[config.mk]
export PLATFORM = sky130hd
export DESIGN_NAME = burst_tx
export DESIGN_NICKNAME = d
export VERILOG_FILES = /design/src/rtl/burst_tx.sv
export SDC_FILE = /design/constraint.sdc
export NUM_CORES = 1
export LEC_CHECK = 0
export CAP_MARGIN = 20
export CORE_ASPECT_RATIO = 1.5
export CORE_MARGIN = 10
export CORE_UTILIZATION = 40
export DETAILED_ROUTE_END_ITERATION = 16
export GPL_ROUTABILITY_DRIVEN = 1
export GPL_TIMING_DRIVEN = 0
export PLACE_DENSITY = 0.71
export SYNTH_ARGS = -nofsm -noshare
export SYNTH_HDL_FRONTEND = slang
export SYNTH_SLANG_ARGS = --single-unit
export TNS_END_PERCENT = 50
[constraint.sdc]
create_clock -name clk -period 6.2 [get_ports clk]
set_clock_uncertainty 0.05 [all_clocks]
set_input_delay 1.24 -clock clk [delete_from_list [all_inputs] [get_ports clk]]
set_output_delay 1.24 -clock clk [all_outputs]
set_load 0.01 [all_outputs]
[src/rtl/burst_tx.sv]
`default_nettype none
// ============================================================================
//  Module   : burst_tx
//  Purpose  : Burst transmitter (initiator side of the RAM burst buffer).
//             Gathers BURST_LEN words from a valid/ready word source into a
//             local register buffer, waits for burst permission, then emits
//             the whole burst with m_valid_o high for BURST_LEN contiguous
//             cycles. A fixed idle gap follows every burst.
//  Ports    : clk           clock, all logic on rising edge
//             rst           synchronous reset, active-low
//             s_data_i      source word
//             s_valid_i     source word valid
//             s_ready_o     word accepted this cycle (combinational)
//             m_data_o      burst word to the buffer (registered)
//             m_valid_o     burst word valid (registered)
//             m_ready_i     buffer can take one whole burst
//             burst_done_o  one-cycle pulse after the last burst word
//  Revision : 1.0  initial release
// ============================================================================
module burst_tx #(
    parameter int DATABIT   = 32,
    parameter int BURST_LEN = 4,
    parameter int IDX_BIT   = 2,
    parameter int GAP_CYC   = 2,
    parameter int GAP_BIT   = 2
) (
    input  logic               clk,
    input  logic               rst,
    input  logic [DATABIT-1:0] s_data_i,
    input  logic               s_valid_i,
    output logic               s_ready_o,
    output logic [DATABIT-1:0] m_data_o,
    output logic               m_valid_o,
    input  logic               m_ready_i,
    output logic               burst_done_o
);

    localparam logic [1:0] c_ST_FILL = 2'd0;
    localparam logic [1:0] c_ST_WAIT = 2'd1;
    localparam logic [1:0] c_ST_SEND = 2'd2;
    localparam logic [1:0] c_ST_GAP  = 2'd3;

    localparam logic [IDX_BIT-1:0] c_IDX_LAST  = IDX_BIT'(BURST_LEN - 1);
    // Index of the second burst word. With a single-word burst there is no
    // second word, so SEND starts already wrapped to 0 and ends at once.
    localparam logic [IDX_BIT-1:0] c_IDX_SEND1 = (BURST_LEN == 1) ? '0 : IDX_BIT'(1);
    localparam logic [GAP_BIT-1:0] c_GAP_LOAD  = GAP_BIT'(GAP_CYC - 1);

    logic [1:0]         state_q, state_d;
    logic [IDX_BIT-1:0] idx_q, idx_d;
    logic [GAP_BIT-1:0] gap_q, gap_d;
    logic               m_valid_q, m_valid_d;
    logic [DATABIT-1:0] m_data_q, m_data_d;
    logic               done_q, done_d;
    logic [DATABIT-1:0] mem_q [BURST_LEN];

    logic               w_accept;
    logic [IDX_BIT-1:0] w_idx_inc;

    assign s_ready_o    = rst & (state_q == c_ST_FILL);
    assign w_accept     = s_valid_i & s_ready_o;
    assign m_data_o     = m_data_q;
    assign m_valid_o    = m_valid_q;
    assign burst_done_o = done_q;

    // Index increment with wrap at the last word, so idx stays within the buffer.
    assign w_idx_inc = (idx_q == c_IDX_LAST) ? '0 : idx_q + 1'b1;

    always_comb begin
        state_d   = state_q;
        idx_d     = idx_q;
        gap_d     = gap_q;
        m_valid_d = m_valid_q;
        m_data_d  = m_data_q;
        done_d    = 1'b0;
        case (state_q)
            c_ST_FILL: begin
                if (w_accept) begin
                    idx_d = w_idx_inc;
                    if (idx_q == c_IDX_LAST) begin
                        state_d = c_ST_WAIT;
                    end
                end
            end
            c_ST_WAIT: begin
                if (m_ready_i) begin
                    m_valid_d = 1'b1;
                    m_data_d  = mem_q[0];
                    idx_d     = c_IDX_SEND1;
                    state_d   = c_ST_SEND;
                end
            end
            c_ST_SEND: begin
                // idx wraps to 0 once the last word has been driven; that
                // wrap is the end-of-burst marker.
                if (idx_q == '0) begin
                    m_valid_d = 1'b0;
                    m_data_d  = '0;
                    done_d    = 1'b1;
                    idx_d     = '0;
                    gap_d     = c_GAP_LOAD;
                    state_d   = c_ST_GAP;
                end else begin
                    m_data_d = mem_q[idx_q];
                    idx_d    = w_idx_inc;
                end
            end
            c_ST_GAP: begin
                m_valid_d = 1'b0;
                if (gap_q == '0) begin
                    state_d = c_ST_FILL;
                end else begin
                    gap_d = gap_q - 1'b1;
                end
            end
            default: begin
                state_d = c_ST_FILL;
            end
        endcase
    end

    always_ff @(posedge clk) begin
        if (!rst) begin
            state_q   <= c_ST_FILL;
            idx_q     <= '0;
            gap_q     <= '0;
            m_valid_q <= 1'b0;
            m_data_q  <= '0;
            done_q    <= 1'b0;
        end else begin
            state_q   <= state_d;
            idx_q     <= idx_d;
            gap_q     <= gap_d;
            m_valid_q <= m_valid_d;
            m_data_q  <= m_data_d;
            done_q    <= done_d;
        end
    end

    // Buffer contents need no reset; writes are already gated by s_ready_o.
    always_ff @(posedge clk) begin
        if (w_accept) begin
            mem_q[idx_q] <= s_data_i;
        end
    end

endmodule
`default_nettype wire

[Yosys cells after proc, flatten, opt, wreduce, memory -nomap -nowiden]
Memories as Yosys holds them, arrays and structs flattened. A register that Yosys moved wholly into a read port is not among the register bits.
Cells that the tools add are included.
Word-level totals
  memories: 1
  register bits after elaboration: 40
  output and inout bits: 35
  RAM bits: 128
  word-level logic and storage cells: 59
Memory list
  mem_q: depth 4, bits a word 32, rd ports 2, clocked after memory_dff 1, write ports 1, line 55  | logic [DATABIT-1:0] mem_q [BURST_LEN];
Operators by class
  eq/ne operators: 10
  bitwise logic cells: 2
  $add $sub $neg: 2
  mux-type cells: 25
  reduce and logical (&&, ||, !) cells: 13
Operators by type and width (count)
  $mux 32: 2
  $pmux 32 s2: 1
  $mux 2: 13
  $ne 2x2->1 const B: 5
  $reduce_and 3->1: 3
  $pmux 2 s4: 1
  $eq 2x2->1 const B: 3
  $logic_not 2->1: 3
  $pmux 2 s3: 1
  $reduce_bool 3->1: 2
  $mux 1: 5
  $reduce_and 5->1: 1
  $pmux 2 s2: 1
  $reduce_and 2->1: 2
  $reduce_bool 2->1: 2
  $pmux 1 s3: 1
  $add 2x1->2 const B: 1
  $and 1x1->1: 2
  $eq 2x1->1 const B: 1
  $ne 2x1->1 const B: 1
  $sub 2x1->2 const B: 1

[Depth between registers and ports, before layout]
  depth after elaboration: 7
  mapped depth: 8
  depth with buffers taken out: 6

[Worst setup path before layout]
Ideal clock, no wire load.
  path type: input-to-output
  start: input rst
  end: output s_ready_o
  path buffers: 2
  stages: 3
  data arrival time: 1915 ps
  slack: 2995 ps
  path through: clkbuf_1 -> clkbuf_1 -> and2_1
On the way
  cells in the longest elaborated chain, start to end: 1
Ends and longest elaborated chain
  start, declared: line 28  | input logic rst,
  $and 1x1->1: line 60  | assign s_ready_o = rst & (state_q == c_ST_FILL);
  end, declared: line 31  | output logic s_ready_o,
Every way passes these cells.

[Worst setup path after layout]
Ends and elaborated chain as after synthesis.

==> impl.org <==
** Run status
- Run status :: completed

** Route
- After the first detailed-routing iteration, the DRC count stood at between 200 and 250.
- After detailed routing, the total wire length is 15.54 mm.
- Once detail routing completed, the nets flagged for antenna violations numbered 0.
- Average wire length per cell after detail routing :: around 21 um
- Vias per std cell :: ~5.4
- Routed vias :: a little over 4000
- For this run, design rule violations remaining after detail routing come to 0.
- Number of detailed-routing iterations run before antenna repair :: 4

** Final layout
- Net count, final :: roughly 570
- Of the cells placed in the final design, the portion with a size suffix greater than 1 is between 10% and 20%.
- Post-synthesis to final-layout area growth :: 23.99%
- The count of cells in the finished layout, fillers not included, comes to 742.
- Filler cell count :: between 1000 and 1500
- Summing all non-filler instances in the final layout gives an area of roughly 0.0084 mm^2.

** Logic synthesis
- Top post-synthesis cells by area :: sky130_fd_sc_hd__edfxtp_1 56%, sky130_fd_sc_hd__dfxtp_1 12%, sky130_fd_sc_hd__mux2i_1 9.7%, sky130_fd_sc_hd__o221a_1 5.1%, sky130_fd_sc_hd__o2bb2ai_1 4.1%
- Proportion of synthesized flip-flops having asynchronous set or reset :: 0%
- After synthesis the cells add up to ~0.0068 mm^2.
- Synthesized area per cell :: ~16 um^2
- Largest area contributor in the synthesized netlist :: sky130_fd_sc_hd__edfxtp_1
- Sequential cells were found to cover roughly 69% of the synthesized design area.
- In this run the biggest area consumer among cell types represents a little under three fifths of the synthesized area.
- The Yosys step of the flow raised 0 warnings.
- The synthesized design contains between 150 and 200 register bits.
- Synthesized net count :: 473
- Counting distinct cell types in the post-synthesis netlist gives 39.
- Synthesis produced around 430 cells.
- Most used flip-flop cell after synthesis :: sky130_fd_sc_hd__edfxtp_1
- Yosys mapped a number of flops with a built-in enable equal to roughly 130.

** GRT
- The first global-routing pass estimated 23.83 mm of wire.
- The number of antenna violations at the first check in global routing was 1.
- Entering global routing, the biggest net connects 33 pins.
- In the global route stage, overall resource usage came out at a little over an eighth.
- Summed over all layers, the global routing overflow is 0.
- Number of global-route vias before repair :: 4522

** Floorplan
- 71 I/O pins were placed.
- The floorplan step defined a die boundary enclosing roughly 0.023 mm^2.
- The core region is between 0.015 and 0.02 mm^2.
- From left edge to right edge, the die measures between 100 and 150 um.
- Measured along the y axis, the die boundary spans roughly 180 um.
- Initial standard-cell utilization of the core :: ~40%
- Site row count :: 58

** Pwr
- Pint :: ~2.1 mW
- For this design the static power due to leakage is between 2 and 3 nW.
- Power density over the cells :: between 300 and 400 mW/mm^2
- VDD IR max :: approximately 0.00017 V
- Fraction of power consumed by combinational cells :: between 10% and 20%
- Fraction of power consumed by the clock network :: between 30% and 40%
- Sequential cells burn 48.5% of the power.
- Of the total power, the share spent switching nets is around a quarter.
- Switching pwr :: between 700 and 800 uW

** Hold path
- Worst hold stages :: 1
- Type of the worst min-delay path :: flop to flop

** Critical path
- Arrival time at the worst endpoint :: 3.35 ns
- Endpoint of the most critical setup path :: s_ready_o
- Start point of the critical path :: rst
- Required time of the worst setup path :: a little under 5 ns
- The worst setup path is launched from an input port.
- Register-to-register path setup slack :: 4.07 ns
- Number of cells traversed by the worst register-to-register path :: 5
- In this run the critical register-to-register path is captured at mem_q[0][16].
- STA classifies the critical path endpoint as an output port.
- Crit path max-delay cell type :: sky130_fd_sc_hd__clkdlybuf4s50_1
- Worst path cell trace :: clkdlybuf4s50_1 -> clkbuf_1 -> clkbuf_1 -> and2_1 -> clkdlybuf4s50_1
- In this run the worst path has a maximum fanout of 10.
- The startpoint identified for the worst register-to-register timing path is state_q[1].
- Path type of the worst setup path :: input port to output port
- Crit-path max cell delay :: 0.54 ns

** Placement
- After detailed placement, the design holds a cell count of just over 700.
- Input and output buffers added on the ports amount to 70.
- The wire-length estimate of the detail-placed layout is about 10 mm.
- Instance area after placement :: 0.007875 mm^2
- The congestion estimate from routability-driven global placement came to 0.7736.

** STA
- The max-slew violation total from the final report was 0.
- Tightest slew margin relative to the limit :: a little over half
- After routing, the total negative slack on setup checks comes to 0 ns.
- The clock period could shrink to around 4.6 ns.
- The final critical path takes up 74.84% of the cycle.
- Setup violations remaining at the end of the flow were counted as 0.
- Setup repair after global routing left no endpoint under its margin.
- Max Fclk :: ~220 MHz
- Final hold violations :: 0
- Final hold slack :: 0.4800 ns
- Slew @ Worst Pin :: 0.6896 ns

** Clocking
- In this run, CTS created clock tree buffers numbering 17.
- CTS Hold Bufs :: 0
- At the later pin of the worst-skew pair, clock insertion delay measures around 0.43 ns.
- Counting every sink on the clock net gives between 150 and 200.
- Gates resized, CTS repair :: 0
- Clock root buffer :: sky130_fd_sc_hd__clkbuf_16
- Clock-pin slew was measured on the worst setup and hold paths at roughly 0.06 ns.
- The clock passes through at most 2 buffers.
- CTS tree :: done
- H-tree depth reported by CTS :: 4
- Once the clock tree was built, the setup fixing pass inserted 0 buffers.

** Flow run
- Max-cap viol count :: 0
==> per-stage QoR <==
| stage | setup slack, ns | power [mW] | util [%] |
|---|---|---|---|
| floorplan | 2.995 | 1.630 | - |
| global placement | 1.560 | 1.799 | 46.38 |
| finish | 1.560 | 2.805 | 50.38 |
| detailed placement | 1.545 | 1.828 | 46.98 |
| CTS | 1.549 | 2.820 | 50.37 |
| global route | 1.474 | 2.905 | 50.38 |
==> logic make-up (layout without fill, tap and decap cells) <==
logic type	after synthesis	count (layout)	share of synthesized area [%]
flops	170	170	68.77
compound gates	112	112	13.89
mux	67	67	9.864
buf+inv	36	142	2.792
simple gates	28	28	2.480
fa+ha+maj	12	12	2.204
other cells	0	1	0
==> synthesized netlist by cell type, types with 2 or more instances <==
cell / number
sky130_fd_sc_hd__o211a_1: 2
sky130_fd_sc_hd__ha_1: 12
sky130_fd_sc_hd__and2_1: 6
sky130_fd_sc_hd__and3_1: 2
sky130_fd_sc_hd__buf_2: 14
sky130_fd_sc_hd__o21ai_0: 5
sky130_fd_sc_hd__clkbuf_1: 8
sky130_fd_sc_hd__edfxtp_1: 128
sky130_fd_sc_hd__nor2b_1: 4
sky130_fd_sc_hd__a21oi_1: 2
sky130_fd_sc_hd__buf_6: 4
sky130_fd_sc_hd__buf_4: 2
sky130_fd_sc_hd__nor2_1: 3
sky130_fd_sc_hd__nand2_1: 5
sky130_fd_sc_hd__o21ai_1: 30
sky130_fd_sc_hd__o221a_1: 31
sky130_fd_sc_hd__nand3_1: 2
sky130_fd_sc_hd__dfxtp_1: 42
sky130_fd_sc_hd__o2bb2ai_1: 32
sky130_fd_sc_hd__inv_1: 7
sky130_fd_sc_hd__mux2i_1: 66
==> worst min-delay path by stage <==
| stage | start | to | slack [ns] |
|---|---|---|---|
| 5_1_grt | m_data_o[9] | m_data_o[9] | 0.51 |
| 6_report | m_data_o[14] | m_data_o[14] | 0.48 |
| 2_1_floorplan | state_q[1] | state_q[1] | 0.43 |
| 3_3_place_gp | state_q[1] | state_q[1] | 0.46 |
| 3_5_place_dp | m_valid_o | m_valid_o | 0.47 |
| 4_1_cts | m_data_o[21] | m_data_o[21] | 0.49 |
==> area by class of cell <==
| cell class | count | area [um^2] | share of cell area, % |
|---|---|---|---|
| buffer | 28 | 160.2 | 1.896 |
| clock buffer | 19 | 432.9 | 5.126 |
| tap | 210 | 262.8 | 3.111 |
| antenna | 1 | 2.502 | 0.02963 |
| multi-input combinational | 219 | 1942 | 22.99 |
| inverter | 8 | 30.03 | 0.3556 |
| timing repair buffer | 74 | 795.8 | 9.422 |
| sequential | 170 | 4684 | 55.47 |
| clock inverter | 13 | 135.1 | 1.600 |
==> cells in the final DEF, fill, tap and decap left out, types with 3 or more instances in the layout <==
cell type | netlist | routed
sky130_fd_sc_hd__inv_6 | 0 | 3
sky130_fd_sc_hd__ha_1 | 12 | 12
sky130_fd_sc_hd__dfxtp_1 | 42 | 42
sky130_fd_sc_hd__nor2b_1 | 4 | 4
sky130_fd_sc_hd__clkbuf_16 | 0 | 17
sky130_fd_sc_hd__inv_1 | 7 | 7
sky130_fd_sc_hd__nor2_1 | 3 | 3
sky130_fd_sc_hd__o21ai_1 | 30 | 30
sky130_fd_sc_hd__o221a_1 | 31 | 31
sky130_fd_sc_hd__clkdlybuf4s50_1 | 0 | 70
sky130_fd_sc_hd__edfxtp_1 | 128 | 128
sky130_fd_sc_hd__and2_2 | 0 | 4
sky130_fd_sc_hd__mux2i_1 | 66 | 66
sky130_fd_sc_hd__buf_2 | 14 | 14
sky130_fd_sc_hd__o2bb2ai_1 | 32 | 32
sky130_fd_sc_hd__buf_6 | 4 | 4
sky130_fd_sc_hd__nand2_1 | 5 | 5
sky130_fd_sc_hd__clkbuf_1 | 8 | 10
sky130_fd_sc_hd__o21ai_0 | 5 | 5
sky130_fd_sc_hd__clkinv_4 | 0 | 6
==> critical path, delay by kind of cell <==
kind	cells	cell delay, ns
buffers and inverters	4	1.89
AND/OR/NAND/NOR	1	0.21
==> sequential cells by signal, summed over array words and instances (netlist names), named ones only <==
name,flops
burst_done_o,1
gap_q,2
idx_q,2
m_data_o,32
m_valid_o,1
mem_q,128
state_q,2
==> per-layer routing <==
| layer | part of all wire [%] | global-route usage, % |
|---|---|---|
| met2 | 55 | 24.67 |
| met4 | 3.6 | 7.903 |
| met5 | 0 | 0 |
| met3 | 5.9 | 3.857 |
| met1 | 36 | 12.90 |
==> power by group through the flow <==
stage	logic (mW)	clock network, mW	registers, mW
6_report	0.439	1.01	1.36
5_1_grt	0.473	1.06	1.37
4_1_cts	0.444	1.01	1.36
3_5_place_dp	0.442	0	1.39
3_3_place_gp	0.415	0	1.38
2_1_floorplan	0.240	0	1.39
(Power assumes the default switching activity.)
==> patch, RTL diff (same flow settings) <==
`m_data_q` no longer has a reset.
--- a/src/rtl/burst_tx.sv
+++ b/src/rtl/burst_tx.sv
@@ -127,3 +127,2 @@
             m_valid_q <= 1'b0;
-            m_data_q  <= '0;
             done_q    <= 1'b0;
@@ -134,5 +133,8 @@
             m_valid_q <= m_valid_d;
-            m_data_q  <= m_data_d;
             done_q    <= done_d;
         end
+    end
+
+    always_ff @(posedge clk) begin
+        m_data_q <= m_data_d;
     end
Check against the original RTL: differs if rst is asserted again (counterexample within 10 cycles, from zero or initial values and one cycle with rst low); with rst held inactive, the same outputs for 10 cycles.
==> patch against the unedited design <==
Worst hold slack lost 0.050 ns. Largest cell class unchanged. Clock power about the same. Maximum frequency rose by 11%. Setup slack improved by 0.46 ns. Synthesized area is 2.6% lower. Sequential share of layout area rose by 4.9 points. Final area fell by 1.9%. Routed wire length decreased by 21%. Combinational power decreased by 6.2%. Global-route usage shrank 2.0 points. Critical endpoint unchanged. Total power down 0.20%. Sequential cell count is the same.
==> patch: results (changes against the unedited design) <==
* Outcome: complete, no violations (unchanged)
* Antenna Cells at 0 (was 1)
* Layout cells sized above 1 at 19.6% (was 12.4%)
* Hold Crit Depth at 2 (was 1)
* FF-to-FF setup slack at 3.50 ns (was 4.07 ns)
* First-pass GRT wire length at 19.6 mm (was 23.8 mm)
* WL met1 at 4.53 mm (was 5.60 mm)
* VDD IR max at 0.188 mV (was 0.174 mV)
* Number of synthesized flops with an enable pin at 160 (was 128)
* Lkg Pwr at 2.71 nW (was 2.72 nW)
* Synthesized area per cell at 21.2 sq um (was 16.0 sq um)
* Crit path DAT at 2.89 ns (was 3.35 ns)
* Reg2Reg Capture Point: m_data_o[16]$_DFFE_PP_ (was mem_q[0][16]$_DFFE_PP_)
* Dpl cells at 594 (was 709)
* Pre-CTS WS at 2.02 ns (was 1.54 ns)
* Seq/Total Area, Yosys at 75.5% (was 68.8%)
* RePlAce Congestion at 0.727 (was 0.774)
* Metal2 WL at 6.92 mm (was 8.47 mm)
* Worst skew pair latency at 0.41 ns (was 0.43 ns)
* Worst reg2reg startpoint: state_q[0]$_SDFFE_PN0P_ (was state_q[1]$_SDFFE_PN0P_)
* Via count at 3,228 (was 4,036)
* Hold_sp: m_valid_o$_SDFFE_PN0P_ (was m_data_o[14]$_SDFFE_PN0P_)
* Pin count of the biggest net entering global routing at 29 (was 33)
* Initial antenna violation count at 0 (was 1)
* HPWL Detailed at 8.41 mm (was 10.4 mm)
* Commonest cells post-synth: edfxtp_1 (160), a22o_1 (32), mux4_2 (30), ha_1 (12), dfxtp_1 (10) (was edfxtp_1 (128), mux2i_1 (66), dfxtp_1 (42), o2bb2ai_1 (32), o221a_1 (31))
* Drt first-iter violations at 211 (was 234)
* Fmax at 239 MHz (was 216 MHz)
* Slew at the pin with the worst max-slew slack at 0.693 ns (was 0.690 ns)
* WL/cell at 19.8 um (was 20.9 um)
* Unique cell type count in the Yosys netlist at 36 (was 39)
patch: cell type report:
class	instances	area, sq um
Fill cell	1296	7970
Sequential cell	170	5000
Multi-Input combinational cell	120	1490
Timing Repair Buffer	75	808
Clock buffer	18	429
Tap cell	206	258
Clock inverter	13	144
Buffer	15	124
Inverter	8	30.0
patch: kinds of logic after synthesis:
kind of cell | Yosys count | synth area share, %
AO/OA/AOI/OAI | 51 | 6.66
adder cells (fa/ha/maj) | 12 | 2.26
buffers and inverters | 23 | 2.32
flip-flops | 170 | 75.5
multiplexers | 34 | 11.3
AND/OR/NAND/NOR | 23 | 1.98
patch: report_power, final:
group / switching, W / internal [W] / total [W]
Combinational: 0.000182 / 0.000230 / 0.000412
Clock: 0.000419 / 0.000595 / 0.00101
Sequential: 0.0000290 / 0.00135 / 0.00137
Total: 0.000630 / 0.00217 / 0.00280
patch: critical path: stages:
cell	delay (ns)
clkdlybuf4s50_1	0.58
clkbuf_1	0.34
and2_1	0.18
clkdlybuf4s50_1	0.54
